File: src/rtl/traffic_light_ctrl.sv
// ============================================================================
// Module  : traffic_light_ctrl
// Brief   : Prescaled traffic-light sequencer with pedestrian walk phase and
//           emergency override.
// Rev     : 1.0
// ============================================================================
`default_nettype none

module traffic_light_ctrl #(
    parameter int unsigned PRESCALE     = 6,
    parameter int unsigned GREEN_TICKS  = 5,
    parameter int unsigned YELLOW_TICKS = 2,
    parameter int unsigned RED_TICKS    = 4,
    parameter int unsigned WALK_TICKS   = 3
) (
    input  logic       clk,
    input  logic       rst,
    input  logic       enable,
    input  logic       ped_req,
    input  logic       emerg,
    output logic [2:0] light,
    output logic       walk,
    output logic       phase_done,
    output logic [2:0] state
);

    typedef enum logic [2:0] {
        S_GREEN  = 3'd0,
        S_YELLOW = 3'd1,
        S_RED    = 3'd2,
        S_WALK   = 3'd3,
        S_EMERG  = 3'd4
    } state_t;

    localparam logic [7:0] c_PRESC_LAST = 8'(PRESCALE - 1);

    state_t     state_q, state_d;
    logic [7:0] presc_q, presc_d;
    logic [7:0] tick_q, tick_d;
    logic       ped_q, ped_d;
    logic       pd_q, pd_d;
    logic [2:0] light_q;
    logic       walk_q;

    logic       w_tick;
    logic       w_last;

    function automatic logic [7:0] dur_of(input state_t s);
        case (s)
            S_GREEN:  dur_of = 8'(GREEN_TICKS);
            S_YELLOW: dur_of = 8'(YELLOW_TICKS);
            S_WALK:   dur_of = 8'(WALK_TICKS);
            default:  dur_of = 8'(RED_TICKS);
        endcase
    endfunction

    function automatic logic [2:0] light_of(input state_t s);
        case (s)
            S_GREEN:  light_of = 3'b001;
            S_YELLOW: light_of = 3'b010;
            default:  light_of = 3'b100;
        endcase
    endfunction

    assign w_tick = (presc_q == c_PRESC_LAST);
    assign w_last = (tick_q == (dur_of(state_q) - 8'd1));

    always_comb begin
        state_d = state_q;
        presc_d = presc_q;
        tick_d  = tick_q;
        pd_d    = 1'b0;
        ped_d   = ped_q | (ped_req && (state_q != S_WALK));

        if (emerg) begin
            state_d = S_EMERG;
            presc_d = 8'd0;
            tick_d  = 8'd0;
        end else begin
            case (state_q)
                S_GREEN, S_YELLOW, S_RED, S_WALK: begin
                    if (enable) begin
                        if (w_tick) begin
                            presc_d = 8'd0;
                            if (w_last) begin
                                tick_d = 8'd0;
                                pd_d   = 1'b1;
                                case (state_q)
                                    S_GREEN:  state_d = S_YELLOW;
                                    S_YELLOW: state_d = S_RED;
                                    S_RED:    state_d = ped_q ? S_WALK : S_GREEN;
                                    default:  state_d = S_GREEN;
                                endcase
                            end else begin
                                tick_d = tick_q + 8'd1;
                            end
                        end else begin
                            presc_d = presc_q + 8'd1;
                        end
                    end
                end
                // EMERG release and any corrupted code both restart a clean RED
                default: begin
                    state_d = S_RED;
                    presc_d = 8'd0;
                    tick_d  = 8'd0;
                end
            endcase
        end

        // Entering WALK consumes the request, even one arriving this cycle
        if ((state_d == S_WALK) && (state_q != S_WALK)) begin
            ped_d = 1'b0;
        end
    end

    always_ff @(posedge clk) begin
        if (rst) begin
            state_q <= S_RED;
            presc_q <= 8'd0;
            tick_q  <= 8'd0;
            ped_q   <= 1'b0;
            pd_q    <= 1'b0;
            light_q <= 3'b100;
            walk_q  <= 1'b0;
        end else begin
            state_q <= state_d;
            presc_q <= presc_d;
            tick_q  <= tick_d;
            ped_q   <= ped_d;
            pd_q    <= pd_d;
            light_q <= light_of(state_d);
            walk_q  <= (state_d == S_WALK);
        end
    end

    assign light      = light_q;
    assign walk       = walk_q;
    assign phase_done = pd_q;
    assign state      = state_q;

endmodule

`default_nettype wire

File: config.mk
export PLATFORM = sky130hd
export DESIGN_NAME = traffic_light_ctrl
export DESIGN_NICKNAME = d
export VERILOG_FILES = /design/src/rtl/traffic_light_ctrl.sv
export SDC_FILE = /design/constraint.sdc
export NUM_CORES = 1
export LEC_CHECK = 0
export BUFFER_PORTS_ARGS = -buffer_cell sky130_fd_sc_hd__buf_2
export CAP_MARGIN = 20
export CORE_MARGIN = 5
export CORE_UTILIZATION = 30
export CTS_BUF_LIST = sky130_fd_sc_hd__clkbuf_8
export DETAILED_ROUTE_END_ITERATION = 10
export PLACE_DENSITY_LB_ADDON = 0.08
export SLEW_MARGIN = 10
export SYNTH_ARGS = -nofsm -noshare
export SYNTH_HDL_FRONTEND = slang
export SYNTH_SLANG_ARGS = --single-unit
File: constraint.sdc
create_clock -name clk -period 1.9 [get_ports clk]
set_input_delay 0.38 -clock clk [delete_from_list [all_inputs] [get_ports clk]]
set_output_delay 0.38 -clock clk [all_outputs]
set_load 0.02 [all_outputs]
==> flow_summary_export.csv <==
group,metric,value,unit
outcome,outcome,"complete, but fails checks",
outcome,violations,"setup timing",
synthesis,netlist_instances,135,
route,vias_per_cell,4.85,
power,internal-power,702,uW
global_route,grt_max_degree,14,
clock_tree,cts_hold_buffers,0,
synthesis,avgSynthCellArea,8.82,um^2
layout,multiInputGateArea,711,um^2
route,wire_per_inst,13.0,um
synthesis,syn-cell-area,0.00119,mm^2
global_route,grt_overflow,0,
timing,rsz0062_at_grt,"true",
worst_setup_path,required,2.05,ns
global_route,grt_pass1_wl,4710,um
placement,gp_congestion,0.768,
timing,fmax,0.521,GHz
synthesis,synth_top_area_share,42.0,%
power,pwr-share-comb,7.6,%
synthesis,synth-seq-area-share,42.0,%
route,routed_wl,2750,um
synthesis,yosys.area.top_type,"dfxtp_1",
route,firstDrtPassIters,4,
worst_setup_path,crit_start,"state[1]$_SDFF_PP1_",
route,drc,0,
global_route,first_global_vias,1026,
worst_setup_path,reg2reg_slack,-0.02,ns
run,max-cap-violations,0,
timing,hold_violations,0,
power,p_per_area,601,mW/mm^2
worst_setup_path,r2r-start,"state[1]$_SDFF_PP1_",
synthesis,synthDistinctLibCells,37,
placement,dpl.cell_count,207,
die,num_rows,23,
die,die_width,73.0,um
clock_tree,ctsLongestPathBuffers,2,
synthesis,ys_seq_elements,25,
timing,finalSetupViolations,1,
synthesis,syn-num-nets,143,
layout,nets,170,
clock_tree,clock_tree.root_cell,"clkbuf_8",
power,irDropWorstVdd,0.296,mV
worst_setup_path,end_kind,"flop",
layout,layout.cells.non_filler,211,
timing,relSlewSlack,76.9,%
timing,worst_pin_slew,0.346,ns
worst_setup_path,start_kind,"flop",
power,p_leak,0.546,nW
power,power_switching_share,23.1,%
die,die_h,73.0,um
die,coreArea,0.00391,mm^2
power,p_seq_share,58.9,%
layout,antenna_cells,0,
clock_tree,cts.clk_slew.worst_paths,0.09,ns
route,drt_iter0_drc,34,
worst_setup_path,reg2reg_depth,5,
die,die-area,0.00533,mm^2
synthesis,yosysWarningCount,0,
worst_setup_path,r2r-end,"state[1]$_SDFF_PP1_",
timing,hold-worst-slack,0.330,ns
placement,port_buffers,12,
worst_setup_path,cp_slowest_stage_delay,0.52,ns
layout,fillCellCount,434,
timing,finClkSkew,0.00173,ns
worst_setup_path,critPathArrivalTime,2.07,ns
worst_setup_path,crit_end,"state[1]$_SDFF_PP1_",
power,pwr-share-clk,33.5,%
clock_tree,cts_tree,"built",
worst_setup_path,path_max_fanout,3,
clock_tree,cts_made_buffers,3,
worst_setup_path,slowest_stage,"or4b_4",
power,p_switching,211,uW
worst_hold_path,min_path_type,"input pin to flop",
timing,slew_violations,0,
clock_tree,clkLatencyLatePin,0.26,ns
route,vias,1023,
timing,fin_crit,1.92,ns
timing,fin_ws,-0.0199,ns
worst_setup_path,crit_chain,"or4b_4, a211oi_4, o31ai_4, o31a_1, a221o_1",
global_route,antenna_found_initial,0,
layout,synthToLayoutAreaGrowth,27.5,%
die,start_util,30.4,%
synthesis,yosys-top-cells-area,"dfxtp_1, nor2_1, xnor2_1",
timing,finalCritPeriodShare,101,%
layout,drive_above_1_share,29.8,%
layout,register_area,505,um^2
clock_tree,cts_max_level,1,
placement,hpwlAfterDp,2090,um
route,antenna_left,0,
worst_setup_path,critical_path_class,"flop to flop",
die,pin_count,13,
clock_tree,clkSinkCount,25,
global_route,grt_usage,11.2,%
power,power,914,uW
-- power by group through the flow --
stage	Sequential, mW	Clock (mW)	Combinational (mW)
after floorplan	0.554	0	0.0341
after global placement	0.549	0	0.0667
after detailed placement	0.549	0	0.0664
after CTS	0.537	0.328	0.0669
after global routing	0.539	0.348	0.0771
final	0.538	0.306	0.0697
-- state kept, by name (all words and copies together) (netlist names) --
name        cells
presc_q         8
light           3
walk            1
ped_q           1
state           3
tick_q          8
phase_done      1
-- layout make-up --
cell class                 instances  area share [%]
clock inverter                     1           0.247
inverter                           6            1.48
timing repair buffer              26            11.4
multi-input combinational        100            46.8
sequential                        25            33.3
tap                               50            4.12
clock buffer                       3            2.72
-- logic make-up (layout without fill, tap and decap cells) --
| group | after synthesis | count (layout) | share of synthesized area, % |
|---|---|---|---|
| and+or+nand+nor | 62 | 62 | 26.5 |
| DFF | 25 | 25 | 42.0 |
| AOI/OAI and AO/OA | 20 | 20 | 12.5 |
| xor gates and xnor gates | 15 | 15 | 11.0 |
| buffers and inverters | 10 | 36 | 4.83 |
| adders and majority gates | 3 | 3 | 3.15 |
-- cells in the final DEF, fill, tap and decap left out, types with 4 or more instances in the layout --
cell and count:
xor2_1 7, nor3_1 5, nand3_1 6, nor2_1 15, xnor2_1 8, buf_4 12, nand2_1 12, inv_1 7
dfxtp_1 23, buf_2 12, a21oi_1 4
-- cells in the mapped netlist --
cell / number
nor2b_1: 1
xnor2_1: 8
or2b_2: 1
or4_2: 1
nor2_1: 20
o31ai_2: 1
o311a_2: 1
nor2_2: 1
a221o_1: 1
nand2_1: 12
and4b_1: 1
clkbuf_8: 2
or3_1: 2
inv_1: 6
xor2_1: 7
a21oi_1: 4
nor4_1: 2
ha_1: 3
a211oi_2: 1
and4_1: 1
clkbuf_1: 2
nor3_1: 5
o31a_1: 2
o21ai_1: 1
nor4b_1: 1
nand4_1: 2
dfxtp_1: 25
o211ai_1: 1
a31o_2: 1
nand4b_1: 2
and2_1: 1
a31oi_1: 1
nand3_1: 7
or4b_1: 1
o21ai_0: 3
a211oi_1: 3
and3_1: 1
-- metal layers --
metal	global-route usage, %	share of wire [%]	vias to the layer above
met4	3.69	0.73	0
met2	19.2	49	4
met5	0	0	-
met3	1.65	1.5	2
li1	-	-	521
met1	14.3	49	496
-- how the worst min path moves through the flow --
stage | startpoint | to | slack [ns] | depth (start not counted)
detailed placement | presc_q[1]$_SDFFE_PP0P_ | presc_q[1]$_SDFFE_PP0P_ | 0.52 | 2
CTS | rst | state[2]$_SDFF_PP0_ | 0.32 | 2
global placement | presc_q[7]$_SDFFE_PP0P_ | presc_q[7]$_SDFFE_PP0P_ | 0.52 | 2
finish | rst | state[2]$_SDFF_PP0_ | 0.33 | 2
floorplan | rst | state[2]$_SDFF_PP0_ | 0.45 | 1
global route | rst | state[2]$_SDFF_PP0_ | 0.33 | 2
-- repair_timing --
| action | 4_1_cts | 5_1_grt |
|---|---|---|
| pin swaps | 0 | 6 |
| setup buffers | 0 | 0 |
| resized for setup | 0 | 16 |
| setup endpoints to repair | 1 | 13 |
-- critical path: cells and delay by family, from the launching register on --
family	cells	cell delay [ns]
compound gates	4	0.94
simple gates	1	0.52
flops	1	0.35
-- metrics by stage --
stage / setup WS (ns) / util, % / setup TNS [ns] / area (um^2)
global route: -0.0790 / 38.8 / -0.506 / 1520
detailed placement: 0.0148 / 36.0 / 0 / 1410
floorplan: 0.0135 / - / 0 / 1220
finish: -0.0199 / 38.8 / -0.0199 / 1520
CTS: -0.00197 / 37.2 / -0.00197 / 1460
global placement: 0.0233 / 36.0 / 0 / 1410
No activity file was read; power rests on OpenSTA's default activity.
